### src/rtl/mdu.sv
// rtl/mdu.sv - iterative 32-bit multiply/divide unit (shift-add multiplier, restoring divider).
// Optional macro MDU_FAST_MUL_EN: multiply ops use a single-cycle array multiplier.
module mdu (
    input  logic        clk,
    input  logic        rst_n,
    input  logic        start,
    input  logic [31:0] a,
    input  logic [31:0] b,
    input  logic [2:0]  funct3,
    output logic        busy,
    output logic        done,
    output logic [63:0] product,
    output logic [31:0] quotient,
    output logic [31:0] remainder
);

    typedef enum logic [1:0] {IDLE, CALC, DONE} state_t;

    state_t      state_q;
    logic [5:0]  cnt_q;
    logic [2:0]  op_q;
    logic [31:0] a_q;
    logic [31:0] mag_a_q;
    logic [31:0] mag_b_q;
    logic [63:0] acc_q;
    logic        neg_q;
    logic        neg_rem_q;
    logic        busy_q;
    logic        done_q;
    logic [63:0] product_q;
    logic [31:0] quotient_q;
    logic [31:0] remainder_q;

    logic        a_sgn_in, b_sgn_in, a_neg_in, b_neg_in;
    logic [31:0] mag_a_in, mag_b_in;
    logic [32:0] mul_sum;
    logic        div_ge;
    logic [31:0] div_diff;
    logic [63:0] acc_d;
    logic [63:0] product_d;
    logic [31:0] quotient_d;
    logic [31:0] remainder_d;
    logic        finish_d;

    // Operand signedness: divides use funct3[0]; MUL/MULH signed both, MULHSU signed a only.
    always_comb begin
        a_sgn_in = funct3[2] ? ~funct3[0] : (funct3 != 3'd3);
        b_sgn_in = funct3[2] ? ~funct3[0] : ~funct3[1];
        a_neg_in = a_sgn_in & a[31];
        b_neg_in = b_sgn_in & b[31];
        mag_a_in = a_neg_in ? (~a + 32'd1) : a;
        mag_b_in = b_neg_in ? (~b + 32'd1) : b;
    end

    // acc_q holds {hi, lo}: multiplier in lo for multiply, {remainder, dividend/quotient} for divide.
    always_comb begin
        mul_sum  = {1'b0, acc_q[63:32]} + (acc_q[0] ? {1'b0, mag_a_q} : 33'd0);
        div_ge   = acc_q[63:31] >= {1'b0, mag_b_q};
        div_diff = acc_q[62:31] - mag_b_q;
        if (op_q[2]) begin
            acc_d = div_ge ? {div_diff, acc_q[30:0], 1'b1} : {acc_q[62:0], 1'b0};
        end else begin
            acc_d = {mul_sum, acc_q[31:1]};
        end
    end

`ifdef MDU_FAST_MUL_EN
    logic [31:0]        b_q;
    logic signed [65:0] fast_x, fast_y, fast_full;
    always_comb begin
        fast_x    = {{34{(op_q != 3'd3) & a_q[31]}}, a_q};
        fast_y    = {{34{~op_q[1] & b_q[31]}}, b_q};
        fast_full = fast_x * fast_y;
    end
`endif

    always_comb begin
        product_d   = neg_q ? (~acc_q + 64'd1) : acc_q;
        quotient_d  = neg_q ? (~acc_q[31:0] + 32'd1) : acc_q[31:0];
        remainder_d = neg_rem_q ? (~acc_q[63:32] + 32'd1) : acc_q[63:32];
        if (mag_b_q == 32'd0) begin
            quotient_d  = 32'hFFFF_FFFF;
            remainder_d = a_q;
        end
`ifdef MDU_FAST_MUL_EN
        finish_d = (cnt_q == 6'd32) | ~op_q[2];
        if (!op_q[2]) begin
            product_d = fast_full[63:0];
        end
`else
        finish_d = (cnt_q == 6'd32);
`endif
    end

    always_ff @(posedge clk or negedge rst_n) begin
        if (!rst_n) begin
            state_q     <= IDLE;
            cnt_q       <= 6'd0;
            op_q        <= 3'd0;
            a_q         <= 32'd0;
            mag_a_q     <= 32'd0;
            mag_b_q     <= 32'd0;
            acc_q       <= 64'd0;
            neg_q       <= 1'b0;
            neg_rem_q   <= 1'b0;
            busy_q      <= 1'b0;
            done_q      <= 1'b0;
            product_q   <= 64'd0;
            quotient_q  <= 32'd0;
            remainder_q <= 32'd0;
`ifdef MDU_FAST_MUL_EN
            b_q         <= 32'd0;
`endif
        end else begin
            case (state_q)
                IDLE: begin
                    done_q <= 1'b0;
                    if (start) begin
                        op_q      <= funct3;
                        a_q       <= a;
                        mag_a_q   <= mag_a_in;
                        mag_b_q   <= mag_b_in;
                        neg_q     <= a_neg_in ^ b_neg_in;
                        neg_rem_q <= a_neg_in;
                        acc_q     <= funct3[2] ? {32'd0, mag_a_in} : {32'd0, mag_b_in};
                        cnt_q     <= 6'd0;
                        busy_q    <= 1'b1;
                        state_q   <= CALC;
`ifdef MDU_FAST_MUL_EN
                        b_q       <= b;
`endif
                    end
                end
                CALC: begin
                    // Extra cycle after the 32nd step applies sign correction and publishes results.
                    if (finish_d) begin
                        if (op_q[2]) begin
                            quotient_q  <= quotient_d;
                            remainder_q <= remainder_d;
                        end else begin
                            product_q   <= product_d;
                        end
                        busy_q  <= 1'b0;
                        done_q  <= 1'b1;
                        state_q <= DONE;
                    end else begin
                        acc_q <= acc_d;
                        cnt_q <= cnt_q + 6'd1;
                    end
                end
                DONE: begin
                    done_q  <= 1'b0;
                    state_q <= IDLE;
                end
                default: begin
                    busy_q  <= 1'b0;
                    done_q  <= 1'b0;
                    state_q <= IDLE;
                end
            endcase
        end
    end

    assign busy      = busy_q;
    assign done      = done_q;
    assign product   = product_q;
    assign quotient  = quotient_q;
    assign remainder = remainder_q;

endmodule

### config.mk
export PLATFORM = sky130hd
export DESIGN_NAME = mdu
export DESIGN_NICKNAME = d
export VERILOG_FILES = /design/src/rtl/mdu.sv
export SDC_FILE = /design/constraint.sdc
export NUM_CORES = 1
export LEC_CHECK = 0
export CAP_MARGIN = 20
export CELL_PAD_IN_SITES_DETAIL_PLACEMENT = 1
export CELL_PAD_IN_SITES_GLOBAL_PLACEMENT = 2
export CORE_UTILIZATION = 35
export DETAILED_ROUTE_END_ITERATION = 8
export GPL_TIMING_DRIVEN = 1
export PLACE_DENSITY = 0.81
export SYNTH_ARGS = -nofsm -noshare
export SYNTH_HDL_FRONTEND = slang
export SYNTH_SLANG_ARGS = --single-unit
### constraint.sdc
create_clock -name clk -period 4.7 [get_ports clk]
set_input_delay 0.94 -clock clk [delete_from_list [all_inputs] [get_ports clk]]
set_output_delay 0.94 -clock clk [all_outputs]
set_load 0.005 [all_outputs]
======== Yosys cells after proc, flatten, opt, wreduce, memory -nomap -nowiden ========
Index checks and enable logic that the tools add are counted.
storage, ports and cells
  register bits after elaboration ......... 303
  logic and storage cells ................. 78
  input bits .............................. 70
  output and inout port bits .............. 130
operators by class
  $lt $le $gt $ge ......................... 1
  reductions and logical operators ........ 9
  $add $sub $neg .......................... 8
  eq/ne operators ......................... 7
  multiplexer cells ....................... 27
  bitwise logic cells ..................... 12
operators by type and width
  operator                                       count
  two-way mux 64 bit                             5
  two-way mux 32 bit                             8
  adder 32 x 1 -> 32 bit, second input constant  4
  inverter 32 bit                                4
  case mux 64 bit (2 select lines)               1
  adder 64 x 1 -> 64 bit, second input constant  1
  inverter 64 bit                                1
  adder 32 x 32 -> 33 bit                        1
  greater-or-equal comparator 33 x 32 -> 1 bit   1
  zero test 32 bit                               1
  subtractor 32 bit                              1
  two-way mux 6 bit                              2
  case mux 6 bit (2 select lines)                1
  AND reduction 3 bit                            4
  adder 6 x 1 -> 6 bit, second input constant    1
  == test 6 bit, second input constant           1
  two-way mux 1 bit                              6
  != test 2 bit, second input constant           3
  two-way mux 2 bit                              2
  inverter 1 bit                                 4
  case mux 2 bit (2 select lines)                1
  AND reduction 2 bit                            2
  != test 3 x 2 -> 1 bit, second input constant  1
  case mux 1 bit (3 select lines)                1
  other kinds (6)                                7

======== Logic depth before layout (Yosys ltp) ========
  word-level depth ........................ 7
  depth in mapped cells ................... 14

======== Worst setup path before layout ========
OpenSTA, ideal clock, no wires.
  kind .................................... input -> register
  from .................................... input b[9]
  to ...................................... register acc_q[30]
  stages .................................. 7
  path buffers ............................ 0
  slack ................................... 1.318 ns
  arrival ................................. 3.256 ns
  cells stage by stage .................... or4_1 > or4_4 > nor4b_1 > a21oi_1 > xnor2_1 > mux2i_1 > a221o_1
between the ends
  longest elaborated chain between the ends .. 6
RTL lines
  element                           RTL line  RTL
  start: declaration                8         input logic [31:0] b,
  inverter 32 bit                   52        mag_b_in = b_neg_in ? (~b + 32'd1) : b;
  adder 32 x 1 -> 32 bit            52
  two-way mux 32 bit                52
  two-way mux 32 bit                125       acc_q <= funct3[2] ? {32'd0, mag_a_in} : {32'd0, mag_b_in};
  two-way mux 64 bit                118       if (start) begin
  case mux 64 bit (2 select lines)  115       case (state_q)
  end signal: assignment            125
  end: declaration                  25        logic [63:0] acc_q;
No other way between the ends. The select of a mux whose other input is x is not followed.
A chain may end at the register's enable or synchronous reset.

======== Final worst setup path ========
  from .................................... register acc_q[31]
  to ...................................... register acc_q[47]
between the ends
  longest elaborated chain between the ends .. 5
  elaborated cells between the ends (all ways) .. 6
  those cells by class .................... add/sub (1); order compare (1); mux (4)
RTL lines
  element                                                                            RTL line  RTL
  subtractor 32 bit or greater-or-equal comparator 33 x 32 -> 1 bit (tied branches)  59, 58
  two-way mux 64 bit (*)                                                             61        acc_d = div_ge ? {div_diff, acc_q[30:0], 1'b1} : {acc_q[62:0], 1'b0};
  two-way mux 64 bit (*)                                                             60        if (op_q[2]) begin
  two-way mux 64 bit (*)                                                             136       if (finish_d) begin
  case mux 64 bit (2 select lines) (*)                                               115
Mark *: on every way between the ends. The rest lies on a longest branch, timed or not. The select of a mux whose other input is x is not followed.

==> flow_summary.json <==
{
  "status": "finished, final reports clean",
  "hold_viol": 0,
  "grt_usage_pct": 28.4,
  "fin_util_pct": 43.2,
  "num_vias": 18181,
  "drtIter0Drc": 1316,
  "wl_per_cell_um": 24.8,
  "nets": 2614,
  "die-width_um": 237,
  "startpoint_type": "flip-flop",
  "cts.reportedPaths.clkPinSlew_ns": 0.06,
  "synth.yosys.seq_area_share_pct": 38.7,
  "syn_area_per_cell_um2": 8.32,
  "syn_nets": 2476,
  "fin_area_um2": 23500,
  "required_ns": 5.13,
  "worstSetupEndpointType": "flip-flop",
  "p_per_area_nw_per_um2": 840,
  "cts_root_buf": "clkbuf_16",
  "initial_utilization_pct": 35.7,
  "clock_path_buffers": 3,
  "grt_setup_unrepaired": "no",
  "synth-seq-cells": 300,
  "synth-async-reset-ratio_pct": 100,
  "yosys.area.top_type": "dfrtp_1",
  "firstDrtPassIters": 7,
  "clock_latency_ns": 0.57,
  "grt_antenna_before_repair": 2,
  "ys_types": 76,
  "reg2reg_slack_ns": 0.79,
  "syn_to_final_growth_pct": 20.8,
  "cts_tree": "yes",
  "fin_skew_ns": 0.0300,
  "peakVddDrop_mv": 0.452,
  "tightest_slew_ns": 1.08,
  "ant_nets": 0,
  "drv_slew": 0,
  "h-tree-depth": 2,
  "insertedDiodeCount": 0,
  "dieArea_um2": 56400,
  "dpl_cell_area_um2": 22200,
  "synth_edf_count": 0,
  "relSlewSlack_pct": 28.0,
  "overflow": 0,
  "synthCells": 2334,
  "crit_type": "reg2reg",
  "fin_crit_ns": 3.91,
  "worstPathArrival_ns": 4.34,
  "fp-row-count": 85,
  "critPathMaxFanout": 12,
  "synth_ff_type": "dfrtp_1",
  "hold_buffers": 0,
  "grt_pass1_vias": 18584,
  "hpwl_mm": 62.7,
  "cts_resized": 0,
  "hold_class": "in2async",
  "ys_warn_count": 0,
  "drive_above_1_share_pct": 5.96,
  "io_buffers": 199,
  "worstRegToRegCells": 12,
  "fp.dieH_um": 237,
  "cts_setup_buffers": 0,
  "io_pins": 200,
  "routed_wl_mm": 80.4,
  "fmax_mhz": 256,
  "finalSetupTns_ns": 0,
  "gp_congestion": 0.930,
  "grt_pass1_wl_mm": 120,
  "numCtsBuffers": 37,
  "synth_top_area_share_pct": 38.7,
  "viasPerCell": 5.61,
  "synth_area_um2": 19400,
  "clock-sinks": 300,
  "drc_errors": 0,
  "min_period_over_period_pct": 83.2,
  "rr_endpoint": "acc_q[47]",
  "synthTopCellsByArea": "dfrtp_1, o21ai_0, nand2_1",
  "fp.coreArea_um2": 54300,
  "cap_violations": 0,
  "grt_max_degree": 100,
  "timing.hold.ws_ns": 0.371,
  "p_leak_nw": 10.2,
  "reg2reg_from": "acc_q[31]",
  "setup_viol": 0
}
-- worst max-delay path, cell delays in order, from the launching register on --
cell	delay [ns]
dfrtp_1	0.48
inv_1	0.25
ha_1	0.23
nor2b_1	0.08
o2111ai_1	0.40
nor4bb_1	0.39
o21ai_0	0.29
o211ai_1	0.26
and3_1	0.53
buf_4	0.27
mux2_2	0.35
a21oi_1	0.13
o21ai_0	0.10
-- registers in the layout, summed over array words and instances (netlist names) --
name	cells
acc_q	64
product	64
a_q	32
mag_b_q	32
quotient	32
remainder	32
mag_a_q	31
cnt_q	6
state_q	2
busy	1
done	1
neg_q	1
neg_rem_q	1
op_q	1
-- final cells by class --
| type | instances | area (µm²) |
|---|---|---|
| multi-input combinational | 1818 | 11100 |
| sequential | 300 | 7510 |
| timing repair buffer | 250 | 2440 |
| clock inverter | 13 | 150 |
| clock buffer | 55 | 1070 |
| tap | 739 | 925 |
| inverter | 65 | 244 |
| fill | 6411 | 30900 |
-- per-stage QoR --
step,instances,setup WS (ns),total power (W)
3_3_place_gp,3171,0.566,0.0165
5_1_grt,3240,0.580,0.0211
6_report,3240,0.792,0.0197
4_1_cts,3240,0.817,0.0198
2_1_floorplan,2334,1.32,0.0119
3_5_place_dp,3172,0.485,0.0167
-- worst max-delay path by stage --
stage                          from   endpoint  slack [ns]  depth (start not counted)
after detailed placement       b[9]  acc_q[27]        0.48                         10
final                     acc_q[31]  acc_q[47]        0.79                         12
after global routing      acc_q[31]  acc_q[47]        0.58                         12
after global placement         b[9]  acc_q[27]        0.57                         10
after CTS                 acc_q[31]  acc_q[47]        0.82                         12
after floorplan                b[9]  acc_q[30]        1.32                          7
-- where the power goes --
group / switching, W / internal (W) / total [W]
clock network: 0.00122 / 0.00170 / 0.00292
registers: 0.00155 / 0.00372 / 0.00527
logic: 0.00687 / 0.00465 / 0.0115
total: 0.00963 / 0.0101 / 0.0197
-- cell usage after synthesis (23+ instances only) --
master,instances
xor2_1,140
o21ai_0,285
nand3_1,26
ha_1,70
xnor2_1,66
nand2_1,375
nor3_1,41
a21oi_1,173
nor2_1,174
o31ai_1,23
clkbuf_1,129
a21o_1,37
mux2i_1,62
or3_1,25
and2_1,39
dfrtp_1,300
inv_1,64
-- cell usage in the layout (no fill, tap or decap), types with 17 or more instances in the layout --
cell type and n:
nor3_1 41, o21ai_0 285, a21oi_1 173, nor2_1 171, xnor2_1 66, xor2_1 140, mux2i_1 62, dfrtp_1 298
clkbuf_16 37, o31ai_1 23, and2_1 38, nand3_1 26, ha_1 70, nor4_1 21, buf_4 45, or3_1 25
clkdlybuf4s50_1 197, a21o_1 37, o41ai_1 17, inv_1 64, nand2b_1 21, a211oi_1 21, nand2_1 373
-- per-layer routing --
layer	vias to the layer above	share of wire, %	GRT usage, %
li1	8442	-	-
met1	9108	44	38.6
met2	503	47	46.2
met3	126	5.0	3.23
met4	2	3.8	10.7
met5	-	0.015	0
-- cells by family (layout without fill, tap and decap cells) --
logic type               Yosys count  count (layout)  synth area share [%]
AO/OA/AOI/OAI                    671             671                  20.6
adder cells (fa/ha/maj)           72              72                  4.72
buffers and inverters            216             383                  4.29
multiplexers                      67              67                  3.49
flip-flops                       300             300                  38.7
AND/OR/NAND/NOR                  802             802                  18.9
XOR/XNOR                         206             206                  9.30
(Power assumes the default switching activity.)
